**config.mk**
```make
export PLATFORM = sky130hd
export DESIGN_NAME = alu_decode_stage_flat
export DESIGN_NICKNAME = d
export VERILOG_FILES = /design/src/rtl/alu_pkg.sv /design/src/rtl/alu_decode_stage_if.sv /design/src/rtl/alu_imm_gen.sv /design/src/rtl/alu_decode_stage.sv /design/src/flat_wrapper.sv
export SDC_FILE = /design/constraint.sdc
export NUM_CORES = 1
export LEC_CHECK = 0
export CORE_MARGIN = 2
export CORE_UTILIZATION = 30
export CTS_CLUSTER_DIAMETER = 40
export DETAILED_ROUTE_END_ITERATION = 12
export GPL_ROUTABILITY_DRIVEN = 1
export PLACE_DENSITY = 0.77
export SLEW_MARGIN = 30
export SYNTH_ARGS = -nofsm -noshare
export SYNTH_HDL_FRONTEND = slang
export SYNTH_SLANG_ARGS = --single-unit
```
**constraint.sdc**
```tcl
create_clock -name clk -period 2.1 [get_ports clk]
set_clock_uncertainty 0.15 [all_clocks]
set_input_delay 0.42 -clock clk [delete_from_list [all_inputs] [get_ports clk]]
set_output_delay 0.42 -clock clk [all_outputs]
set_load 0.02 [all_outputs]
```
**src/rtl/alu_pkg.sv**
```systemverilog
// Shared ALU operation codes and RV64I decode constants, used by decode and execute.
package alu_pkg;

  typedef enum logic [4:0] {
    ALU_ADD  = 5'd0,
    ALU_SUB  = 5'd1,
    ALU_AND  = 5'd2,
    ALU_OR   = 5'd3,
    ALU_XOR  = 5'd4,
    ALU_SLT  = 5'd5,
    ALU_SLTU = 5'd6,
    ALU_SLL  = 5'd7,
    ALU_SRL  = 5'd8,
    ALU_SRA  = 5'd9,
    ALU_ADDW = 5'd10,
    ALU_SUBW = 5'd11,
    ALU_SLLW = 5'd12,
    ALU_SRLW = 5'd13,
    ALU_SRAW = 5'd14
  } alu_op_e;

  localparam logic [6:0] OPC_OP        = 7'b0110011;
  localparam logic [6:0] OPC_OP_IMM    = 7'b0010011;
  localparam logic [6:0] OPC_OP_32     = 7'b0111011;
  localparam logic [6:0] OPC_OP_IMM_32 = 7'b0011011;
  localparam logic [6:0] OPC_LUI       = 7'b0110111;
  localparam logic [6:0] OPC_AUIPC     = 7'b0010111;

  localparam logic [6:0] F7_BASE = 7'b0000000;
  localparam logic [6:0] F7_ALT  = 7'b0100000;

  // funct3 meaning shared by OP and OP-IMM when funct7 selects the base variant
  function automatic alu_op_e baseOp(input logic [2:0] funct3);
    case (funct3)
      3'b000:  baseOp = ALU_ADD;
      3'b001:  baseOp = ALU_SLL;
      3'b010:  baseOp = ALU_SLT;
      3'b011:  baseOp = ALU_SLTU;
      3'b100:  baseOp = ALU_XOR;
      3'b101:  baseOp = ALU_SRL;
      3'b110:  baseOp = ALU_OR;
      default: baseOp = ALU_AND;
    endcase
  endfunction

endpackage

```
**src/rtl/alu_decode_stage_if.sv**
```systemverilog
// Handshake bundle between fetch/regfile read, the decode stage and execute.
interface alu_decode_stage_if #(parameter int DATA_WIDTH = 64);

  logic                  in_valid;
  logic                  in_ready;
  logic [31:0]           in_instr;
  logic [DATA_WIDTH-1:0] in_pc;
  logic [DATA_WIDTH-1:0] rs1_data;
  logic [DATA_WIDTH-1:0] rs2_data;
  logic                  flush;
  logic                  out_valid;
  logic                  out_ready;
  logic [DATA_WIDTH-1:0] out_a;
  logic [DATA_WIDTH-1:0] out_b;
  logic [4:0]            out_sel;
  logic [4:0]            out_rd;
  logic                  out_wen;
  logic                  out_illegal;
  logic [DATA_WIDTH-1:0] out_pc;

  modport master (
    output in_valid, in_instr, in_pc, rs1_data, rs2_data, flush, out_ready,
    input  in_ready, out_valid, out_a, out_b, out_sel, out_rd, out_wen, out_illegal, out_pc
  );

  modport slave (
    input  in_valid, in_instr, in_pc, rs1_data, rs2_data, flush, out_ready,
    output in_ready, out_valid, out_a, out_b, out_sel, out_rd, out_wen, out_illegal, out_pc
  );

endinterface

```
**src/rtl/alu_imm_gen.sv**
```systemverilog
// Sign-extends the RV I-type and U-type immediates to the datapath width.
module alu_imm_gen #(
  parameter int DATA_WIDTH = 64
) (
  input  logic [19:0]           instrHi_i,
  output logic [DATA_WIDTH-1:0] immI_o,
  output logic [DATA_WIDTH-1:0] immU_o
);

  assign immI_o = {{(DATA_WIDTH-12){instrHi_i[19]}}, instrHi_i[19:8]};
  assign immU_o = {{(DATA_WIDTH-32){instrHi_i[19]}}, instrHi_i, 12'h000};

endmodule

```
**src/rtl/alu_decode_stage.sv**
```systemverilog
// RV64I decode stage: one registered entry of ALU operands/select with valid/ready and flush.
// Define ALU_DECODE_WORD_OPS_EN to decode OP-32/OP-IMM-32 word forms; otherwise they are illegal.
module alu_decode_stage
  import alu_pkg::*;
#(
  parameter int DATA_WIDTH = 64
) (
  input logic              clk,
  input logic              rst,
  alu_decode_stage_if.slave bus
);

  logic [31:0]           instr;
  logic [6:0]            opcode;
  logic [2:0]            funct3;
  logic [6:0]            funct7;
  logic [DATA_WIDTH-1:0] immI;
  logic [DATA_WIDTH-1:0] immU;
  logic [DATA_WIDTH-1:0] shamt6;
`ifdef ALU_DECODE_WORD_OPS_EN
  logic [DATA_WIDTH-1:0] shamt5;
`endif

  logic                  legal;
  alu_op_e               sel;
  logic [DATA_WIDTH-1:0] opA;
  logic [DATA_WIDTH-1:0] opB;

  logic                  accept;
  logic                  valid_d, valid_q;
  logic [DATA_WIDTH-1:0] a_d, a_q, b_d, b_q, pc_d, pc_q;
  logic [4:0]            sel_d, sel_q, rd_d, rd_q;
  logic                  wen_d, wen_q, illegal_d, illegal_q;

  assign instr  = bus.in_instr;
  assign opcode = instr[6:0];
  assign funct3 = instr[14:12];
  assign funct7 = instr[31:25];
  assign shamt6 = {{(DATA_WIDTH-6){1'b0}}, instr[25:20]};
`ifdef ALU_DECODE_WORD_OPS_EN
  assign shamt5 = {{(DATA_WIDTH-5){1'b0}}, instr[24:20]};
`endif

  alu_imm_gen #(.DATA_WIDTH(DATA_WIDTH)) u_imm_gen (
    .instrHi_i (instr[31:12]),
    .immI_o    (immI),
    .immU_o    (immU)
  );

  // Anything not matched as legal collapses to an inert ADD of zeros
  always_comb begin
    legal = 1'b0;
    sel   = ALU_ADD;
    opA   = bus.rs1_data;
    opB   = bus.rs2_data;
    case (opcode)
      OPC_OP: begin
        if (funct7 == F7_BASE) begin
          legal = 1'b1;
          sel   = baseOp(funct3);
        end else if (funct7 == F7_ALT && funct3 == 3'b000) begin
          legal = 1'b1;
          sel   = ALU_SUB;
        end else if (funct7 == F7_ALT && funct3 == 3'b101) begin
          legal = 1'b1;
          sel   = ALU_SRA;
        end
      end
      OPC_OP_IMM: begin
        opB = immI;
        case (funct3)
          3'b001: begin
            legal = (instr[31:26] == 6'b000000);
            sel   = ALU_SLL;
            opB   = shamt6;
          end
          3'b101: begin
            legal = (instr[31:26] == 6'b000000) || (instr[31:26] == 6'b010000);
            sel   = instr[30] ? ALU_SRA : ALU_SRL;
            opB   = shamt6;
          end
          default: begin
            legal = 1'b1;
            sel   = baseOp(funct3);
          end
        endcase
      end
`ifdef ALU_DECODE_WORD_OPS_EN
      OPC_OP_32: begin
        case (funct3)
          3'b000: begin
            legal = (funct7 == F7_BASE) || (funct7 == F7_ALT);
            sel   = (funct7 == F7_ALT) ? ALU_SUBW : ALU_ADDW;
          end
          3'b001: begin
            legal = (funct7 == F7_BASE);
            sel   = ALU_SLLW;
          end
          3'b101: begin
            legal = (funct7 == F7_BASE) || (funct7 == F7_ALT);
            sel   = (funct7 == F7_ALT) ? ALU_SRAW : ALU_SRLW;
          end
          default: legal = 1'b0;
        endcase
      end
      OPC_OP_IMM_32: begin
        opB = immI;
        case (funct3)
          3'b000: begin
            legal = 1'b1;
            sel   = ALU_ADDW;
          end
          3'b001: begin
            legal = (funct7 == F7_BASE);
            sel   = ALU_SLLW;
            opB   = shamt5;
          end
          3'b101: begin
            legal = (funct7 == F7_BASE) || (funct7 == F7_ALT);
            sel   = (funct7 == F7_ALT) ? ALU_SRAW : ALU_SRLW;
            opB   = shamt5;
          end
          default: legal = 1'b0;
        endcase
      end
`endif
      OPC_LUI: begin
        legal = 1'b1;
        opA   = '0;
        opB   = immU;
      end
      OPC_AUIPC: begin
        legal = 1'b1;
        opA   = bus.in_pc;
        opB   = immU;
      end
      default: legal = 1'b0;
    endcase
    if (!legal) begin
      sel = ALU_ADD;
      opA = '0;
      opB = '0;
    end
  end

  assign bus.in_ready = !valid_q || bus.out_ready;
  assign accept       = bus.in_valid && bus.in_ready && !bus.flush;

  always_comb begin
    a_d       = opA;
    b_d       = opB;
    sel_d     = sel;
    rd_d      = instr[11:7];
    wen_d     = legal && (instr[11:7] != 5'd0);
    illegal_d = !legal;
    pc_d      = bus.in_pc;
    if (bus.flush) begin
      valid_d = 1'b0;
    end else if (accept) begin
      valid_d = 1'b1;
    end else if (bus.out_ready) begin
      valid_d = 1'b0;
    end else begin
      valid_d = valid_q;
    end
  end

  // Payload only moves on an accepted transfer, so a stalled entry stays frozen
  always_ff @(posedge clk) begin
    if (rst) begin
      valid_q   <= 1'b0;
      a_q       <= '0;
      b_q       <= '0;
      sel_q     <= '0;
      rd_q      <= '0;
      wen_q     <= 1'b0;
      illegal_q <= 1'b0;
      pc_q      <= '0;
    end else begin
      valid_q <= valid_d;
      if (accept) begin
        a_q       <= a_d;
        b_q       <= b_d;
        sel_q     <= sel_d;
        rd_q      <= rd_d;
        wen_q     <= wen_d;
        illegal_q <= illegal_d;
        pc_q      <= pc_d;
      end
    end
  end

  assign bus.out_valid   = valid_q;
  assign bus.out_a       = a_q;
  assign bus.out_b       = b_q;
  assign bus.out_sel     = sel_q;
  assign bus.out_rd      = rd_q;
  assign bus.out_wen     = wen_q;
  assign bus.out_illegal = illegal_q;
  assign bus.out_pc      = pc_q;

endmodule

```
**src/flat_wrapper.sv**
```systemverilog
// flat-port wrapper written by rule: the top's interface ports become plain ports
module alu_decode_stage_flat import alu_pkg::*;
#(
  parameter int DATA_WIDTH = 64
)
  (clk, rst, bus_in_valid, bus_in_instr, bus_in_pc, bus_rs1_data, bus_rs2_data, bus_flush, bus_out_ready, bus_in_ready, bus_out_valid, bus_out_a, bus_out_b, bus_out_sel, bus_out_rd, bus_out_wen, bus_out_illegal, bus_out_pc);
  alu_decode_stage_if #(.DATA_WIDTH(DATA_WIDTH)) bus_i ();
  input logic clk;
  input logic rst;
  input wire logic [$bits(bus_i.in_valid)-1:0] bus_in_valid;
  input wire logic [$bits(bus_i.in_instr)-1:0] bus_in_instr;
  input wire logic [$bits(bus_i.in_pc)-1:0] bus_in_pc;
  input wire logic [$bits(bus_i.rs1_data)-1:0] bus_rs1_data;
  input wire logic [$bits(bus_i.rs2_data)-1:0] bus_rs2_data;
  input wire logic [$bits(bus_i.flush)-1:0] bus_flush;
  input wire logic [$bits(bus_i.out_ready)-1:0] bus_out_ready;
  output wire logic [$bits(bus_i.in_ready)-1:0] bus_in_ready;
  output wire logic [$bits(bus_i.out_valid)-1:0] bus_out_valid;
  output wire logic [$bits(bus_i.out_a)-1:0] bus_out_a;
  output wire logic [$bits(bus_i.out_b)-1:0] bus_out_b;
  output wire logic [$bits(bus_i.out_sel)-1:0] bus_out_sel;
  output wire logic [$bits(bus_i.out_rd)-1:0] bus_out_rd;
  output wire logic [$bits(bus_i.out_wen)-1:0] bus_out_wen;
  output wire logic [$bits(bus_i.out_illegal)-1:0] bus_out_illegal;
  output wire logic [$bits(bus_i.out_pc)-1:0] bus_out_pc;
  assign bus_i.in_valid = bus_in_valid;
  assign bus_i.in_instr = bus_in_instr;
  assign bus_i.in_pc = bus_in_pc;
  assign bus_i.rs1_data = bus_rs1_data;
  assign bus_i.rs2_data = bus_rs2_data;
  assign bus_i.flush = bus_flush;
  assign bus_i.out_ready = bus_out_ready;
  assign bus_in_ready = bus_i.in_ready;
  assign bus_out_valid = bus_i.out_valid;
  assign bus_out_a = bus_i.out_a;
  assign bus_out_b = bus_i.out_b;
  assign bus_out_sel = bus_i.out_sel;
  assign bus_out_rd = bus_i.out_rd;
  assign bus_out_wen = bus_i.out_wen;
  assign bus_out_illegal = bus_i.out_illegal;
  assign bus_out_pc = bus_i.out_pc;
  alu_decode_stage #(.DATA_WIDTH(DATA_WIDTH)) u_core (.clk(clk), .rst(rst), .bus(bus_i));
endmodule
```
# Yosys cells after proc, flatten, opt, wreduce, memory -nomap -nowiden
# Index checks and enable logic that the tools add are counted.
[totals] output_inout_bits=206 input_bits=229 regBits=205 word_cells=59
[classes] reduce_logical=18 muxes=21 n_eq_ne=12
[op_table] op="$pmux 64 s2" n=2
[op_table] op="$mux 64" n=3
[op_table] op="$pmux 4 s7" n=1
[op_table] op="$eq 7x6->1 const B" n=3
[op_table] op="$pmux 5 s2" n=2
[op_table] op="$mux 5" n=3
[op_table] op="$pmux 3 s5" n=1
[op_table] op="$eq 7x5->1 const B" n=2
[op_table] op="$eq 3x3->1 const B" n=3
[op_table] op="$logic_not 7->1" n=1
[op_table] op="$eq 3x2->1 const B" n=2
[op_table] op="$eq 6x5->1 const B" n=1
[op_table] op="$logic_not 6->1" n=1
[op_table] op="$mux 1" n=6
[op_table] op="$reduce_or 2->1" n=3
[op_table] op="$logic_and 1x1->1" n=5
[op_table] op="$reduce_bool 5->1" n=1
[op_table] op="$mux 4" n=1
[op_table] op="$eq 3x1->1 const B" n=1
[op_table] op="$logic_not 1->1" n=3
[op_table] op="$logic_not 3->1" n=1
[op_table] op="$pmux 1 s3" n=1
[op_table] op="$logic_or 1x1->1" n=2
[op_table] op="$pmux 1 s2" n=1
[op_table] op="$reduce_bool 2->1" n=1

# Logic depth before layout (Yosys ltp)
# Gate-level depths: netlist (run 1).
[logic_depth] depth_word=7 mapped_depth=9

# Cells and area by module
# From an unflattened synthesis (run 1), not the netlist that was laid out.
[hier_totals] cells_unflattened=1183 area_unflattened_um2=10124.7
[by_module_without_submodules] mod="alu_decode_stage" cells_per_inst=1054 n_inst=1 area_per_inst_um2=9160.0
[by_module_without_submodules] mod="alu_imm_gen" cells_per_inst=129 n_inst=1 area_per_inst_um2=964.7

# Least setup slack after synthesis (run 1)
# No wires, ideal clock.
[synth_path] path_type="input -> register" startpoint="input port bus_in_instr[5]" endpoint="register u_core.b_q[21], in the netlist u_core.bus.out_b[21]" setup_ns=0.122 arrival_ns=1.799 setup_slack_ns=0.029 path_stages=9 path_buffers=4 cell_sequence="buf_2 > and4bb_1 > and3_1 > buf_2 > a21o_1 > buf_2 > buf_4 > a211oi_1 > nor3_1"
[synth_via] elab_chain_cells=4 elab_cells_between_ends=8 cone_classes="4 x eq/ne; 3 x mux; 1 x reduce/logical"
[synth_lines] item="start: declaration" line="flat_wrapper.sv:11" source="input wire logic [$bits(bus_i.in_instr)-1:0] bus_in_instr;"
[synth_lines] item="$eq 7x6->1 or $eq 7x5->1 (tied branches)" line="alu_decode_stage.sv:56" source="case (opcode)"
[synth_lines] item="$reduce_or 2->1 (no line)"
[synth_lines] item="$pmux 1 s3 or $pmux 64 s2 (tied branches)" line="alu_decode_stage.sv:56"
[synth_lines] item="$mux 64 *" line="alu_decode_stage.sv:139" source="if (!legal) begin"
[synth_lines] item="end signal: assignment" line="alu_decode_stage.sv:173" source="b_q <= '0;"
[synth_lines] item="end signal: assignment" line="alu_decode_stage.sv:183" source="b_q <= b_d;"
[synth_lines] item="end: declaration" line="alu_decode_stage.sv:31" source="logic [DATA_WIDTH-1:0] a_d, a_q, b_d, b_q, pc_d, pc_q;"
# Every way passes the cells marked *; elsewhere a longest branch is shown, timed or not.
# A chain may end at the register's enable or synchronous reset.

# Final worst setup path (run 1)
[layout_path] startpoint="input port bus_in_instr[13]" endpoint="register u_core.b_q[50], in the netlist u_core.bus.out_b[50]"
[layout_via] elab_chain_cells=7 elab_cells_between_ends=14 cone_classes="2 x eq/ne; 8 x mux; 4 x reduce/logical"
[layout_lines] item="$eq 3x3->1" line="alu_decode_stage.sv:64, alu_decode_stage.sv:71"
[layout_lines] item="$logic_and 1x1->1" line="alu_decode_stage.sv:64" source="end else if (funct7 == F7_ALT && funct3 == 3'b101) begin"
[layout_lines] item="$mux 1" line="alu_decode_stage.sv:64"
[layout_lines] item="$mux 1" line="alu_decode_stage.sv:61" source="end else if (funct7 == F7_ALT && funct3 == 3'b000) begin"
[layout_lines] item="$mux 1" line="alu_decode_stage.sv:58" source="if (funct7 == F7_BASE) begin"
[layout_lines] item="$pmux 1 s3" line="alu_decode_stage.sv:56"
[layout_lines] item="$mux 64 *" line="alu_decode_stage.sv:139"
# Marks and branches as above.

==> impl_results.md, run 1 <==
- Post-synthesis compound-gate area fraction: 0.224
- Worst-path clk slew: 0.05 ns
- I/O Buffers: approximately 430
- Final max-slew violation count: 0
- CORE AREA: about 28,000 sq um
- Post-synth EDFFs: 0
- Detailed Routing Iterations Pass 1: 5
- Die W: 173 um
- Final setup fails: 0
- Cell family with most CP delay: buffers and inverters
- Io pins: around 440
- Post-Synth Simple-Gate Area: 0.241
- Worst endpoint required time: about 2.3 ns
- Layout area overhead: 79.2%
- Final Cycle Share: 0.982
- Main flop type after synthesis: dfxtp_1
- DR DRC count: 0
- Setup crit start kind: input pin
- Total Power: 0.0119 W
- Layout cells sized above 1: 0.131
- Leakage power: 5.63 nW
- Overall Global Routing Usage: 0.229
- Count leader, synth: nand2_1
- Combinational family with the most area after synthesis: simple AND/OR/NAND/NOR gates
- Most common library cells after synthesis: nand2_1 (222), dfxtp_1 (204), a21oi_1 (153)
- CTS Buffer Depth: 3
- Site Rows: slightly above 60
- P per Cell Area: 783 nW/um^2
- Post-synth top area share: 0.479
- Data arrival, critical path: ~2.3 ns
- DP Cell Count: between 1,500 and 2,000
- Largest net degree at the start of global routing: 49
- Clk_lat worst skew: about 0.49 ns
- Clock sink count: ~200
- Min Tclk post-route: 2.06 ns
- Max Fanout on Critical Path: 23
- Max stage delay cell, worst path: clkdlybuf4s50_1
- Leading cell types by total area after synthesis: dfxtp_1 (48%), nand2_1 (9.8%), a21oi_1 (9.0%)
- Count of cell types in the netlist: 44
- Avg WL per Cell: 18.6 um
- Initial DRC count: approximately 540
- Post-synthesis mux area share: 0
- Setup CP Type: input pin to register
- GP Congestion: slightly below 0.9
- RSZ-0062 raised after global routing: yes
- Area leader, netlist: dfxtp_1
- Final global-route overflow total: 0
- CTS tree: done
- Post-synth design cell area: 8520 sq um
- Peak supply drop: 0.513 mV
- Htree depth: 2
- Final worst slack: between 0.03 and 0.04 ns
- Hold_buf cts: 0
- Tightest Pin Transition: 0.521 ns
- Final setup TNS: 0 ns
- Total Routed Length: between 30,000 and 40,000 um
- Overall die area: between 20,000 and 30,000 sq um
- Worst path bufs/invs: 2
- CTS Buf Count: 36
- Vias: around 10,000
- Root Driver: clkbuf_16
- Mean Syn Cell Area: 8.06 sq um
- Initial antenna violation count: 0
- Ys async rst share: 0
- Min-Delay Path Class: input pin to register
- Number of vias per cell: between 5 and 6
- Slew margin rel.: 0.652
- Initial Util: 0.306
- Die Height: around 170 um
- First-pass GRT wire length: around 55,000 um
- Sequential cell area fraction in the yosys report: 0.479
- Status: completed
- Ys Warns: 0
- Worst Setup End Kind: register
- Final nets: approximately 1,800
- F_max: ~490 MHz
- MaxCap Viol Count: 0
- Register bit total from synthesis: around 200
- Mapped Cells: roughly 1,100
- Final Non-Filler Cells: roughly 1,900
- Number of global-route vias before repair: between 9,000 and 10,000
- Remaining antenna violation count after routing: 0
- Hold Fails Final Rpt: 0
- Adder-cell share of the synthesized area: 0
- Synth Area in XOR/XNOR: 0.00103
- Cell chain of the critical path: clkdlybuf4s50_1 -> nand2b_1 -> a31oi_2 -> nor2_1 -> o2111ai_4 -> clkbuf_16 -> o21ai_1
- Number of diodes: 0
- CP peak stage delay: about 0.47 ns
- WHS: roughly 0.11 ns
- Syn Nets: 1,286
- Post-DP HPWL: about 26,000 um
- Place WS: -0.625 ns
placed cells by master, fill, tap and decap left out, types with 6 or more instances in the layout:
cell / instances
clkdlybuf4s50_1: 416
nand2_1: 222
dfxtp_1: 204
a21oi_1: 153
buf_4: 78
o21ai_0: 68
nor3b_1: 60
a211oi_1: 41
clkbuf_16: 39
nor3_1: 32
nor2_1: 27
nor4_1: 21
o21ai_2: 20
and3_1: 20
o21ai_1: 18
buf_12: 18
dlygate4sd2_1: 10
nand3_1: 7
o2bb2ai_1: 7
bufinv_16: 7
nor3b_2: 6
clkinvlp_4: 6
path summary, 6_finish.rpt:
kind	from	end	slack, ns	cells past startpoint
max	bus_in_instr[13]	u_core.bus.out_b[50]	0.04	7
min	rst	u_core.bus.out_pc[19]	0.11	2
max reg2reg	u_core.bus.out_valid	u_core.bus.out_b[21]	0.17	8
min reg2reg	u_core.bus.out_sel[3]	u_core.bus.out_sel[3]	0.28	2
cell type report:
class	instances	area (sq um)
sequential	204	4080
tap	378	473
clock buffer	40	958
clock inverter	25	353
multi-input combinational	747	4090
inverter	6	22.5
fill	2495	12600
timing repair buffer	529	5290
metrics by stage:
step                      utilization  cell area (sq um)
after floorplan                     -               8520
after global placement          0.498              13900
after detailed placement        0.498              13900
after CTS                       0.545              15200
after global routing            0.548              15300
final                           0.548              15300
kinds of logic after synthesis:
kind of cell,count (synthesis)
AO/OA/AOI/OAI,326
XOR/XNOR,1
buffers and inverters,106
flip-flops,204
other,1
AND/OR/NAND/NOR,419
routing by layer:
layer	share of wire	vias to the layer above	routed length (um)	GRT usage
met1	0.39	4594	14000	0.258
met2	0.49	405	17400	0.398
met3	0.082	92	2930	0.0734
li1	-	4655	-	-
met5	0	-	0	0
met4	0.041	0	1460	0.0944
power by group:
part	switching, W	internal [W]
combinational	0.000750	0.000851
sequential	0.0000639	0.00400
clock	0.00209	0.00419
sequential cells by signal, indices dropped and copies added (netlist names):
name / count
u_core.bus.out_illegal: 1
u_core.bus.out_sel: 4
u_core.bus.out_a: 64
u_core.bus.out_wen: 1
u_core.bus.out_b: 64
u_core.bus.out_rd: 5
u_core.bus.out_pc: 64
u_core.bus.out_valid: 1
timing repair:
action	in CTS	in global routing
setup endpoints to repair	112	71
endpoints found under the hold margin	0	0
resized for setup	12	25
cloned	0	1
setup buffers	0	0
pin swaps	0	1
Note: power is estimated with default switching activity, not from simulation.
==> inputs of run 2 (changes only) <==
- CORE_AREA: unset -> 2 2 167 169
- CORE_MARGIN: 2 -> unset
- CORE_UTILIZATION: 30 -> unset
- DIE_AREA: unset -> 0 0 169 171
- PLACE_DENSITY: 0.77 -> 0.79
==> run 2 against run 1 <==
Combinational power about the same. Critical path depth is 3 higher. First-iteration DRC count is 24% higher. Largest cell class unchanged.
==> impl_results.md, run 2 (synthesis results as in run 1) <==
- Status: completed
- Worst path bufs/invs: 5 (+3)
- CP peak stage delay: 0.44 ns (-0.03 ns)
- Setup crit start kind: input pin
- Largest net degree at the start of global routing: 48 (-2.0%)
- Design area: 15,200 sq um (-0.42%)
- Grt met2 use: 0.390 (-0.00788)
- Htree depth: 1 (-1)
- CORE AREA: 27,300 sq um (-1.9%)
- Final worst slack: 0.00834 ns (-0.0300 ns)
- F_max: 478 MHz (-1.4%)
- Root Driver: clkbuf_16
- Peak supply drop: 0.589 mV (+15%)
- Vias: 9,773 (+0.28%)
- Die W: 169 um (-2.0%)
- Busiest grt layer: met2
- Switching share of power: 0.256 (+0.0133)
- Final nets: 1,759 (+0.34%)
- CP most frequent cell: buf_4
- Combinational share of power: 0.140 (+0.006)
- Leakage power: 7.06 nW (+25%)
- GP Congestion: 0.886 (+0.97%)
- Net Switching: 0.00288 W (-0.85%)
- Clock sink count: 204 (unchanged)
- Cell Int Power: 0.00835 W (-7.7%)
- Tightest Pin Transition: 0.574 ns (+0.0528 ns)
- Data arrival, critical path: 2.38 ns (+0.08 ns)
- Number of vias per cell: 5.14 (+1.8%)
- Final max-slew violation count: 0 (unchanged)
- CTS Buf Count: 31 (-14%)
- Max Fanout on Critical Path: 7 (-70%)
- Worst endpoint required time: 2.39 ns (+0.05 ns)
- Overall Global Routing Usage: 0.222 (-0.00686)
- CTS Buffer Depth: 3 (unchanged)
- Worst-path clk slew: 0.06 ns (about the same)
- Io pins: 435 (unchanged)
- Initial antenna violation count: 0 (unchanged)
- Slew margin rel.: 0.617 (-0.0352)
- Total Routed Length: 35,800 um (about the same)
- CTS tree: done
- Most frequent cells in the layout: clkdlybuf4s50_1 (237), nand2_1 (222), dfxtp_1 (204), a21oi_1 (153), dlygate4sd2_1 (143)
- Max stage delay cell, worst path: clkdlybuf4s50_1
- Sequential power share: 0.361 (+0.021)
- Site Rows: 61 (unchanged)
- Clk_lat worst skew: 0.56 ns (+0.07 ns)
- Final Cycle Share: 0.996 (+0.0143)
- Worst Setup End Kind: register
- Remaining antenna violation count after routing: 0 (unchanged)
- DR DRC count: 0 (unchanged)
- Min Tclk post-route: 2.09 ns (+0.0300 ns)
- Met1 Usage GRT: 0.257 (-0.00144)
- Post-DP HPWL: 25,000 um (-3.8%)
- I/O Buffers: 433 (unchanged)
- Place WS: -0.570 ns (+0.0550 ns)
- Overall die area: 28,900 sq um (-2.9%)
- Final global-route overflow total: 0 (unchanged)
- Clock share of power: 0.498 (-0.028)
- Detailed Routing Iterations Pass 1: 5 (unchanged)
- P per Cell Area: 739 nW/um^2 (-5.6%)
- Layout area overhead: 78.5%
- Final setup TNS: 0 ns (unchanged)
- Cell chain of the critical path: clkdlybuf4s50_1 -> nor3b_2 -> buf_4 -> nand4_1 -> buf_4 -> buf_12 -> buf_6 -> and3_1 -> a211oi_1 -> nor3_2
- MaxCap Viol Count: 0 (unchanged)
- Met3 global-route usage: 0.0638 (-0.00954)
- Hold Fails Final Rpt: 0 (unchanged)
- Cell family with most CP delay: buffers and inverters
- Number of diodes: 0 (unchanged)
- Most common cell after layout, fill and taps aside: clkdlybuf4s50_1
- Final setup fails: 0 (unchanged)
- Min-Delay Path Class: input pin to register
- Die Height: 171 um (-0.88%)
- Number of global-route vias before repair: 9,459 (-2.0%)
- Layout cells sized above 1: 0.140 (+0.00931)
- Placed Area: 13,800 sq um (-0.67%)
- Initial DRC count: 664 (+24%)
- First-pass GRT wire length: 51,200 um (-6.1%)
- Setup CP Type: input pin to register
- Avg WL per Cell: 18.9 um (+1.5%)
- Initial Util: 0.312 (+0.00598)
[run 2: changes by cell type in the layout (fill, tap and decap cells not counted), sizes merged, moves of 4 or more]
cell and change:
buf +6, clkdlybuf4s50 -179, clkinvlp -5, dlygate4sd2 +133, dlymetal6s2s +46, inv +4
[run 2: final timing paths]
kind	from	to	slack, ns	cells past startpoint
setup / recovery	bus_in_instr[4]	u_core.bus.out_b[20]	0.008	10
setup reg to reg	u_core.bus.out_valid	u_core.bus.out_b[20]	0.19	8
hold reg to reg	u_core.bus.out_a[40]	u_core.bus.out_a[40]	0.30	2
hold / removal	bus_in_instr[14]	u_core.bus.out_sel[1]	0.24	4
[run 2: what timing repair did]
| item | in CTS | in global routing |
|---|---|---|
| gates resized for setup | 144 | 81 |
| hold buffers | 1 | 0 |
| pin swaps | 0 | 3 |
| buffers inserted | 0 | 8 |
| setup endpoints to repair | 144 | 105 |
| hold endpoints to repair | 1 | 0 |
| cloned | 0 | 5 |
[run 2: worst min-delay path, cell delays in order]
cell and delay [ns]:
dlymetal6s2s_1 0.22, nor2b_4 0.07, a21oi_1 0.11, o21ai_0 0.07
[run 2: layer usage]
| layer | vias to the layer above | part of all wire |
|---|---|---|
| met5 | - | 0 |
| met4 | 0 | 0.036 |
| met3 | 91 | 0.087 |
| met2 | 446 | 0.49 |
| met1 | 4578 | 0.39 |
| li1 | 4658 | - |
[run 2: through the flow]
step | hold WS (ns) | std cells | total power, W | util
floorplan | 0.349 | 1057 | 0.00474 | -
global placement | 0.283 | 1829 | 0.00570 | 0.504
detailed placement | 0.291 | 1829 | 0.00572 | 0.504
CTS | 0.252 | 1888 | 0.0113 | 0.540
global route | 0.270 | 1901 | 0.0116 | 0.556
finish | 0.240 | 1901 | 0.0112 | 0.556
[run 2: area by class of cell]
type | count | area, sq um
well taps | 346 | 433
inverters | 6 | 22.5
clock inverters | 24 | 339
clock buffers | 34 | 797
fillers | 2402 | 12100
repair buffers | 540 | 5370
multi-input cells | 747 | 4160
flip-flops and latches | 204 | 4080
[run 2: power by group through the flow]
| stage | Combinational, W | Sequential (W) | Clock [W] |
|---|---|---|---|
| floorplan | 0.000449 | 0.00429 | 0 |
| CTS | 0.00153 | 0.00406 | 0.00569 |
| global placement | 0.00156 | 0.00414 | 0 |
| finish | 0.00158 | 0.00406 | 0.00560 |
| detailed placement | 0.00158 | 0.00414 | 0 |
| global route | 0.00168 | 0.00407 | 0.00585 |
